File: config.mk
export PLATFORM = sky130hd
export DESIGN_NAME = flash_loader
export DESIGN_NICKNAME = d
export VERILOG_FILES = /design/src/rtl/flash_loader_pkg.sv /design/src/rtl/flash_loader_spi_master_byte.sv /design/src/rtl/flash_loader.sv
export SDC_FILE = /design/constraint.sdc
export NUM_CORES = 1
export LEC_CHECK = 0
export ABC_AREA = 1
export CORE_ASPECT_RATIO = 0.7
export CORE_MARGIN = 5
export CORE_UTILIZATION = 40
export DETAILED_ROUTE_END_ITERATION = 8
export DONT_BUFFER_PORTS = 1
export HOLD_SLACK_MARGIN = 0.03
export SYNTH_ARGS = -nofsm -noshare
export SYNTH_HDL_FRONTEND = slang
export SYNTH_SLANG_ARGS = --single-unit
File: constraint.sdc
create_clock -name clk -period 5.6 [get_ports clk]
set_clock_uncertainty 0.1 [all_clocks]
set_input_delay 0.56 -clock clk [delete_from_list [all_inputs] [get_ports clk]]
set_output_delay 0.56 -clock clk [all_outputs]
set_load 0.05 [all_outputs]
File: src/rtl/flash_loader_pkg.sv
// Shared definitions for the SPI flash boot loader.
package flash_loader_pkg;

  typedef enum logic [2:0] {
    IDLE,
    CMD,
    DATA,
    FINISH,
    DONE
  } state_t;

  localparam logic [7:0] SPI_READ_CMD = 8'h03;

endpackage

File: src/rtl/flash_loader_spi_master_byte.sv
// Mode-0 SPI byte shifter with back-to-back chaining: a start seen while done is
// high queues the next byte so SCLK runs without a gap across byte boundaries.
module spi_master_byte #(
  parameter int CLK_DIV = 4
) (
  input  logic       clk,
  input  logic       reset,
  input  logic       start,
  input  logic [7:0] tx_byte,
  input  logic       miso,
  output logic       sclk,
  output logic       mosi,
  output logic       busy,
  output logic       done,
  output logic [7:0] rx_byte
);

  localparam logic [7:0] DIV_LOAD = 8'(CLK_DIV - 1);

  logic [7:0] div_cnt;
  logic [2:0] bit_cnt;
  logic [7:0] tx_shift;
  logic [7:0] tx_next;
  logic [6:0] rx_shift;
  logic       chain;

  always_ff @(posedge clk or posedge reset) begin
    if (reset) begin
      sclk     <= 1'b0;
      busy     <= 1'b0;
      done     <= 1'b0;
      rx_byte  <= 8'h00;
      div_cnt  <= 8'h00;
      bit_cnt  <= 3'd0;
      tx_shift <= 8'h00;
      tx_next  <= 8'h00;
      rx_shift <= 7'h00;
      chain    <= 1'b0;
    end else begin
      done <= 1'b0;
      if (!busy) begin
        if (start) begin
          busy     <= 1'b1;
          tx_shift <= tx_byte;
          div_cnt  <= DIV_LOAD;
          bit_cnt  <= 3'd0;
          chain    <= 1'b0;
        end
      end else begin
        if (done && start) begin
          chain   <= 1'b1;
          tx_next <= tx_byte;
        end
        if (div_cnt != 8'h00) begin
          div_cnt <= div_cnt - 8'd1;
        end else begin
          div_cnt <= DIV_LOAD;
          sclk    <= ~sclk;
          if (!sclk) begin
            rx_shift <= {rx_shift[5:0], miso};
            bit_cnt  <= bit_cnt + 3'd1;
            if (bit_cnt == 3'd7) begin
              rx_byte <= {rx_shift, miso};
              done    <= 1'b1;
            end
          end else if (bit_cnt == 3'd0) begin
            // falling edge after the 8th sample: continue with the queued byte or park low
            if (chain) begin
              tx_shift <= tx_next;
              chain    <= 1'b0;
            end else begin
              busy     <= 1'b0;
              tx_shift <= 8'h00;
            end
          end else begin
            tx_shift <= {tx_shift[6:0], 1'b0};
          end
        end
      end
    end
  end

  assign mosi = tx_shift[7];

endmodule

File: src/rtl/flash_loader.sv
// Boot loader: reads LOAD_LEN bytes from SPI flash with a READ command and writes
// them to SRAM, holding booting high until the last write completes.
//   state  | meaning
//   IDLE   | after reset, selects flash and starts the command
//   CMD    | shifting out read opcode and 24-bit address
//   DATA   | streaming bytes in, one SRAM write per byte
//   FINISH | SCLK stopped, waiting for last write pulse to end
//   DONE   | flash deselected, system released (terminal)
module flash_loader
  import flash_loader_pkg::*;
#(
  parameter int          CLK_DIV    = 4,
  parameter logic [23:0] FLASH_BASE = 24'h000000,
  parameter logic [17:0] RAM_BASE   = 18'h00000,
  parameter logic [17:0] LOAD_LEN   = 18'h10000,
  parameter int          WE_CYCLES  = 3
) (
  input  logic        clk,
  input  logic        reset,
  output logic        ss,
  output logic        sclk,
  output logic        mosi,
  input  logic        miso,
  output logic        ram_we_b,
  output logic [17:0] ram_a,
  output logic [7:0]  ram_din,
  output logic        booting,
  output logic        done
);

  localparam logic [17:0] LAST_BYTE = LOAD_LEN - 18'd1;
  localparam logic [11:0] WE_LOAD   = 12'(WE_CYCLES - 1);

  state_t      state;
  state_t      state_next;
  logic        spi_start;
  logic [7:0]  spi_tx;
  logic        spi_busy;
  logic        spi_done;
  logic [1:0]  cmd_idx;
  logic [17:0] byte_cnt;
  logic [11:0] we_cnt;
  logic        addr_bump;

  spi_master_byte #(
    .CLK_DIV(CLK_DIV)
  ) u_spi (
    .clk    (clk),
    .reset  (reset),
    .start  (spi_start),
    .tx_byte(spi_tx),
    .miso   (miso),
    .sclk   (sclk),
    .mosi   (mosi),
    .busy   (spi_busy),
    .done   (spi_done),
    .rx_byte(ram_din)
  );

  always_ff @(posedge clk or posedge reset) begin
    if (reset) state <= IDLE;
    else       state <= state_next;
  end

  always_comb begin
    state_next = state;
    spi_start  = 1'b0;
    spi_tx     = 8'h00;
    case (state)
      IDLE: begin
        state_next = CMD;
        spi_start  = 1'b1;
        spi_tx     = SPI_READ_CMD;
      end
      CMD: begin
        if (spi_done) begin
          spi_start = 1'b1;
          case (cmd_idx)
            2'd0:    spi_tx = FLASH_BASE[23:16];
            2'd1:    spi_tx = FLASH_BASE[15:8];
            2'd2:    spi_tx = FLASH_BASE[7:0];
            default: state_next = DATA;
          endcase
        end
      end
      DATA: begin
        if (spi_done) begin
          if (byte_cnt == LAST_BYTE) state_next = FINISH;
          else                       spi_start  = 1'b1;
        end
      end
      FINISH: begin
        if (ram_we_b && !spi_busy) state_next = DONE;
      end
      DONE:    state_next = DONE;
      default: state_next = IDLE;
    endcase
  end

  always_ff @(posedge clk or posedge reset) begin
    if (reset) begin
      ss        <= 1'b1;
      booting   <= 1'b1;
      done      <= 1'b0;
      ram_we_b  <= 1'b1;
      ram_a     <= 18'h00000;
      cmd_idx   <= 2'd0;
      byte_cnt  <= 18'h00000;
      we_cnt    <= 12'h000;
      addr_bump <= 1'b0;
    end else begin
      ss        <= !(state_next inside {CMD, DATA, FINISH});
      done      <= (state_next == DONE);
      booting   <= (state_next != DONE);
      addr_bump <= 1'b0;
      if (state == IDLE) begin
        ram_a    <= RAM_BASE;
        cmd_idx  <= 2'd0;
        byte_cnt <= 18'h00000;
      end
      if (state == CMD && spi_done) cmd_idx <= cmd_idx + 2'd1;
      if (state == DATA && spi_done) begin
        ram_we_b <= 1'b0;
        we_cnt   <= WE_LOAD;
        byte_cnt <= byte_cnt + 18'd1;
      end else if (!ram_we_b) begin
        if (we_cnt == 12'h000) begin
          ram_we_b  <= 1'b1;
          addr_bump <= 1'b1;
        end else begin
          we_cnt <= we_cnt - 12'd1;
        end
      end
      // advance one cycle after the strobe rises so address holds across its trailing edge
      if (addr_bump) ram_a <= ram_a + 18'd1;
    end
  end

endmodule

==> flow_summary.yaml, run 1 <==
yosys:
  yosysWarningCount: 0
  synth.distinct_cells: 41
  yosys-top-cells-count: "162 x nand2_1, 94 x dfrtp_1, 69 x inv_1, 54 x nor2_1, 46 x o21ai_0"
  netlist_area_um2: 4979
  avgSynthCellArea_um2: 8.135
  yosysMostFrequentCell: "nand2_1"
  synthCells: 612
  synthAdderAreaFrac_pct: 2.262
  yosys-mux-area-fraction_pct: 0.2011
  ys.flop_type: "dfrtp_1"
  synthDominantCellAreaShare_pct: 47.25
  synth_compound_area_share_pct: 10.98
  ys_ff_latch: 97
  synthArstFlopShare_pct: 100.0
  synth_top_family_by_area: "simple AND/OR/NAND/NOR gates"
  synth_xor_area_share_pct: 2.111
  synth_edf_count: 0
  synth-simple-area-share_pct: 28.20
  synthTopCellsByArea: "dfrtp_1 47%, nand2_1 12%, inv_1 5.2%"
  ys_seq_area_share_pct: 48.83
  yosys.area.top_type: "dfrtp_1"
  syn_nets: 624
critical_path:
  crit_type: "register to register"
  end_kind: "register"
  worstPathMaxFanout: 8
  worstPathRequired_ps: 5720
  r2r_start: "ram_a[0]$_DFFE_PP0P_"
  r2r_cells: 8
  rrSetupSlack_ps: 3460
  timing.rr.end: "ram_a[16]$_DFFE_PP0P_"
  worstPathArrival_ps: 2260
  startpoint_type: "register"
floorplanning:
  start_util_pct: 40.49
  dieArea_um2: 14810
  fp.dieW_um: 143.3
  io_pins: 35
  die_y_um: 103.3
  core_area_um2: 12290
  rows: 34
run:
  drv_cap: 0
clocking:
  cts_sinks: 97
  cts_root_buf: "clkbuf_16"
  clk_pin_slew_ps: 70
  hold_buffers: 0
  clock_latency_ps: 340
  cts.path.max_buffers: 2
  numCtsBuffers: 9
  cts_resized: 0
  htreeDepth: 3
  post_cts_buffers: 0
  cts_tree: "done"
global_route:
  antenna_found_initial: 0
  grt_max_degree: 56
  grt_overflow: 0
  grt_pass1_wl_mm: 17.82
  grt_usage_pct: 14.83
  grt_pass1_vias: 3787
finish:
  fin_nets: 627
  instances_no_fill: 781
  fin_area_um2: 5440
  area_growth_syn_to_layout_pct: 9.274
  final_core_util_pct: 44.25
  n_antenna_cell: 0
  drive_above_1_share_pct: 10.50
detailed_routing:
  viasPerCell: 5.027
  routed_wl_mm: 10.27
  routedWlPerCell_um: 13.15
  vias: 3926
  dr.pass1.iters: 5
  ant_nets: 0
  drc: 0
  drt_iter0_markers: 245
power:
  power.leakage_nw: 2.734
  p_per_area_nw_per_um2: 253.0
  irDropWorstVdd_mv: 0.1283
sta:
  setup_viol_count_final: 0
  fin_setup_tns_ps: 0
  finalCritPeriodShare_pct: 38.21
  max_slew_margin_pct: 53.70
  drv_slew: 0
  worst_pin_slew_ps: 694.4
  final-hold-violation-count: 0
  rsz0062_at_grt: "false"
  fmax_mhz: 467.4
  post-route-min-period_ps: 2140
outcome:
  status: "finished, final reports clean"
placement:
  gp_congestion: 0.8977
  placed_cell_area_um2: 5129
  dp_cells: 766
  place_hpwl_mm: 7.287
  numPortBuffers: 0
hold_path:
  worstHoldPathType: "input port to async pin"
==> report_power, final <==
| part | internal (W) | leakage (nW) | switching [W] |
|---|---|---|---|
| registers | 0.000703 | 1.27 | 0.00000109 |
| logic | 0.00000185 | 1.31 | 0.0000158 |
| clock network | 0.000401 | 0.153 | 0.000254 |
| total | 0.00111 | 2.73 | 0.000271 |
==> metrics by stage <==
step	power [W]	hold WS [ps]	worst slack [ps]
after global routing	0.001433	81.81	3250
final	0.001376	33.13	3460
after floorplan	0.0007303	340.5	2411
after detailed placement	0.0007365	358.3	3493
after global placement	0.0007358	355.0	3538
after CTS	0.001397	61.13	3487
==> placed cells by master (no fill, tap or decap), types with 2 or more instances in the layout <==
master,Yosys,layout
nand4_1,9,9
nor3_1,11,11
or2_2,2,2
nor2_2,4,4
ha_1,9,9
a21oi_1,17,17
o21ai_0,46,46
clkbuf_16,0,9
inv_1,69,68
nor2_4,3,3
xnor2_1,2,2
nand3_2,3,3
o31ai_1,5,5
nand3_1,39,39
clkbuf_1,1,2
nand2_2,5,5
xor2_1,10,10
bufinv_16,0,2
nand2_1,162,162
nand2_4,4,4
o22ai_1,5,5
nor4_1,2,2
a31oi_1,2,2
nor3_2,2,2
nand3b_1,5,5
nor2_1,54,54
inv_2,10,10
dfstp_2,3,3
inv_4,1,2
o21ai_2,10,10
o21ai_1,6,6
dfrtp_1,94,94
==> sequential cells by signal (all words and copies together) (netlist names) <==
register / count
u_spi.bit_cnt: 3
ram_a: 18
u_spi.tx_shift: 8
u_spi.rx_byte: 8
u_spi.div_cnt: 8
byte_cnt: 18
u_spi.tx_next: 1
ss: 1
state: 3
u_spi.done: 1
done: 1
booting: 1
cmd_idx: 2
we_cnt: 12
u_spi.rx_shift: 7
u_spi.chain: 1
u_spi.busy: 1
ram_we_b: 1
addr_bump: 1
u_spi.sclk: 1
==> worst max-delay path, cell delays in order (launching register included) <==
cell and delay [ps]:
dfrtp_1 760, ha_1 300, nand3_1 160, nor2_1 260, nand2_1 110, clkinv_1 90
nand3_1 60, nand3_1 100, o21ai_0 80
==> worst max path at each step <==
stage / end / startpoint / depth (start not counted)
floorplan: addr_bump$_DFF_PP0_ / reset / 1
finish: ram_a[16]$_DFFE_PP0P_ / ram_a[0]$_DFFE_PP0P_ / 8
global route: ram_a[12]$_DFFE_PP0P_ / ram_a[0]$_DFFE_PP0P_ / 6
CTS: ram_a[16]$_DFFE_PP0P_ / ram_a[0]$_DFFE_PP0P_ / 8
global placement: ram_a[16]$_DFFE_PP0P_ / ram_a[0]$_DFFE_PP0P_ / 8
detailed placement: ram_a[16]$_DFFE_PP0P_ / ram_a[0]$_DFFE_PP0P_ / 8
==> kinds of logic after synthesis <==
logic type	Yosys count
simple gates	308
compound gates	95
flops	97
xor+xnor	12
mux	1
buf+inv	90
fa+ha+maj	9
==> routing by layer <==
metal	up-vias	GRT usage, %	wire length (µm)
met5	-	0	0
met4	0	4.631	121
met2	82	23.77	4579
li1	1981	-	-
met1	1850	19.71	4861
met3	13	4.228	707
==> layout make-up <==
| type | count | area [µm²] |
|---|---|---|
| fillers | 1175 | 6854 |
| flip-flops and latches | 97 | 2431 |
| multi-input cells | 425 | 2178 |
| inverters | 81 | 309.0 |
| clock buffers | 12 | 246.5 |
| well taps | 162 | 202.7 |
| clock inverters | 3 | 65.06 |
| repair buffers | 1 | 7.507 |
(Power assumes the default switching activity.)
==> run 2: changes to the inputs <==
--- a/config.mk
+++ b/config.mk
@@ -5,7 +5,7 @@
 export SDC_FILE = /design/constraint.sdc
 export NUM_CORES = 1
 export LEC_CHECK = 0
-export ABC_AREA = 1
+export ABC_AREA = 0
 export CORE_ASPECT_RATIO = 0.7
 export CORE_MARGIN = 5
 export CORE_UTILIZATION = 40
==> constraint.sdc (replaced) <==
create_clock -name clk -period 2.1 [get_ports clk]
set_clock_uncertainty 0.1 [all_clocks]
set_input_delay 0.21 -clock clk [delete_from_list [all_inputs] [get_ports clk]]
set_output_delay 0.21 -clock clk [all_outputs]
set_load 0.05 [all_outputs]
==> run 2 against run 1 <==
Effect of this change: critical endpoint is now u_spi.rx_shift[2]$_DFFE_PP0P_; the run now ends with setup timing left; flip-flop and latch count is the same; sequential share of layout area shrank 4.0 points; clock-buffer cell count shrank 1; synthesized cell count shrank 19%; design area grew 9.8%; power grew to 2.5 times the previous value; largest cell class is now multi-input combinational cells.
==> flow_summary.yaml, run 2 <==
yosys:
  synth.distinct_cells: 65
  ys_ff_latch: 97
  yosysMostFrequentCell: "dfrtp_1"
  yosys-top-cells-count: "94 x dfrtp_1, 59 x nand2_1, 35 x o21ai_0, 27 x nand3_1, 24 x nor2_1"
  ys_seq_area_share_pct: 49.13
  syn_nets: 507
  synthArstFlopShare_pct: 100.0
  yosys.area.top_type: "dfrtp_1"
  synthDominantCellAreaShare_pct: 47.53
  synth_edf_count: 0
  synthTopCellsByArea: "dfrtp_1 48%, nand2_1 4.5%, mux2i_1 3.8%"
  yosysWarningCount: 0
  ys.flop_type: "dfrtp_1"
  synthCells: 495
  avgSynthCellArea_um2: 9.997
  netlist_area_um2: 4948
finish:
  area_growth_syn_to_layout_pct: 20.71
  drive_above_1_share_pct: 22.58
  n_fill_cell: 1117
  n_antenna_cell: 0
  final_core_util_pct: 48.75
  final_common_cell: "dfrtp_1"
  fin_nets: 566
  top_regs: "byte_cnt (18), ram_a (18), we_cnt (12)"
  instances_no_fill: 720
  final_cell_mix: "94 x dfrtp_1, 63 x buf_4, 59 x nand2_1"
sta:
  fmax_mhz: 458.7
  finalCritPeriodShare_pct: 103.8
  worst_pin_slew_ps: 714.1
  fin_ws_ps: -80.03
  setup_viol_count_final: 7
  max_slew_margin_pct: 52.39
  rsz0062_at_grt: "true"
  final-hold-violation-count: 0
  fin_setup_tns_ps: -448.4
  drv_slew: 0
  post-route-min-period_ps: 2180
global_route:
  grt_usage_pct: 15.99
  grt_overflow: 0
  grt_pass1_vias: 3864
  grt_max_degree: 52
  antenna_found_initial: 0
  grt_pass1_wl_mm: 18.87
critical_path:
  rrSetupSlack_ps: -80
  path_cells: "inv_2 > ha_4 > or4b_4 > or4_4 > mux2_4"
  r2r_start: "u_spi.div_cnt[1]$_DFFE_PP0P_"
  crit_buf_inv: 1
  worstPathArrival_ps: 2300
  end_kind: "register"
  critPathSlowestCell: "or4b_4"
  timing.rr.end: "u_spi.rx_shift[2]$_DFFE_PP0P_"
  worstPathRequired_ps: 2220
  startpoint_type: "register"
  r2r_cells: 5
  crit_type: "register to register"
  slowest_delay_ps: 510
  worstPathMaxFanout: 5
  cp_top_family: "simple AND/OR/NAND/NOR gates"
detailed_routing:
  routed_wl_mm: 11.40
  ant_nets: 0
  routedWlPerCell_um: 15.83
  wl_met1_mm: 5.707
  dr.pass1.iters: 5
  vias: 4032
  top_layer: "met4"
  viasPerCell: 5.600
  drc: 0
  drt_iter0_markers: 282
  wl_met2_mm: 4.940
  route.met3.wl_um: 640
run:
  drv_cap: 0
clocking:
  clk_pin_slew_ps: 70
  htreeDepth: 3
  cts.path.max_buffers: 2
  cts_sinks: 97
  cts_tree: "done"
  clock_latency_ps: 340
  numCtsBuffers: 9
  cts_root_buf: "clkbuf_16"
placement:
  gp_congestion: 0.8395
  dp_cells: 695
  numPortBuffers: 0
  place_hpwl_mm: 8.050
power:
  power.leakage_nw: 2.699
  p_per_area_nw_per_um2: 585.5
  irDropWorstVdd_mv: 0.3645
  p_total_w: 0.003497
outcome:
  violations: "setup timing"
  status: "finished, violations left"
floorplanning:
  die_y_um: 103.1
  rows: 34
  dieArea_um2: 14730
  io_pins: 35
  start_util_pct: 40.39
  fp.dieW_um: 142.9
  core_area_um2: 12250
hold_path:
  worstHoldPathType: "input port to async pin"
[run 2: cell types whose count changed after synthesis, sizes merged, moves of 15 or more]
cell / delta
nand2: -111
nand3: -16
inv: -60
mux2: +15
clkbuf: +15
o21ai: -27
nor2: -37
mux2i: +18
[run 2: worst max-delay path by stage]
stage / startpoint / end / cells after the start
2_1_floorplan: u_spi.div_cnt[1]$_DFFE_PP0P_ / u_spi.rx_shift[0]$_DFFE_PP0P_ / 6
3_3_place_gp: u_spi.div_cnt[1]$_DFFE_PP0P_ / u_spi.rx_shift[2]$_DFFE_PP0P_ / 5
3_5_place_dp: u_spi.div_cnt[1]$_DFFE_PP0P_ / u_spi.rx_shift[2]$_DFFE_PP0P_ / 5
4_1_cts: u_spi.div_cnt[1]$_DFFE_PP0P_ / u_spi.rx_shift[2]$_DFFE_PP0P_ / 5
5_1_grt: u_spi.div_cnt[1]$_DFFE_PP0P_ / u_spi.rx_shift[2]$_DFFE_PP0P_ / 5
6_report: u_spi.div_cnt[1]$_DFFE_PP0P_ / u_spi.rx_shift[2]$_DFFE_PP0P_ / 5
[run 2: stage by stage]
stage,setup WS [ps],hold WS (ps),instance area [µm²]
floorplan,-84.78,258.5,4974
global placement,-65.21,30.25,5542
detailed placement,-98.37,30.52,5542
CTS,-52.34,272.4,5874
global route,-112.6,301.9,5973
finish,-80.03,265.5,5973
[run 2: where the power goes]
part           switching, W  internal (W)  total [W]
clock              0.000694      0.000861    0.00155
sequential       0.00000967       0.00188    0.00189
combinational     0.0000391     0.0000175  0.0000566
total              0.000743       0.00275    0.00350
[run 2: logic make-up (layout without fill, tap and decap cells)]
kind of cell | count (synthesis) | in the layout | synth area share [%]
buffers and inverters | 40 | 101 | 3.211
XOR/XNOR | 3 | 3 | 0.5311
adder cells (fa/ha/maj) | 9 | 9 | 2.276
multiplexers | 34 | 34 | 7.788
flip-flops | 97 | 97 | 49.13
AND/OR/NAND/NOR | 195 | 197 | 21.52
AO/OA/AOI/OAI | 117 | 117 | 15.55
[run 2: area by class of cell]
| type | count | area, µm² | area share (%) |
|---|---|---|---|
| clock buffers | 11 | 252.7 | 4.231 |
| flip-flops and latches | 97 | 2431 | 40.70 |
| inverters | 20 | 78.83 | 1.320 |
| repair buffers | 66 | 513.0 | 8.588 |
| clock inverters | 4 | 28.78 | 0.4818 |
| multi-input cells | 360 | 2466 | 41.29 |
| well taps | 162 | 202.7 | 3.393 |
[run 2: metal layers]
layer,vias to the layer above,track usage [%]
li1,1968,-
met1,1977,22.64
met2,77,23.99
met3,10,4.868
met4,0,4.164
met5,-,0
[run 2: repair_timing]
action / in CTS / in global routing
cloned: 1 / 1
hold buffers: 2 / 0
endpoints found under the hold margin: 21 / 0
pin swaps: 0 / 4
gates resized for setup: 2 / 14
endpoints found under the setup margin: 15 / 37
setup buffers: 2 / 4
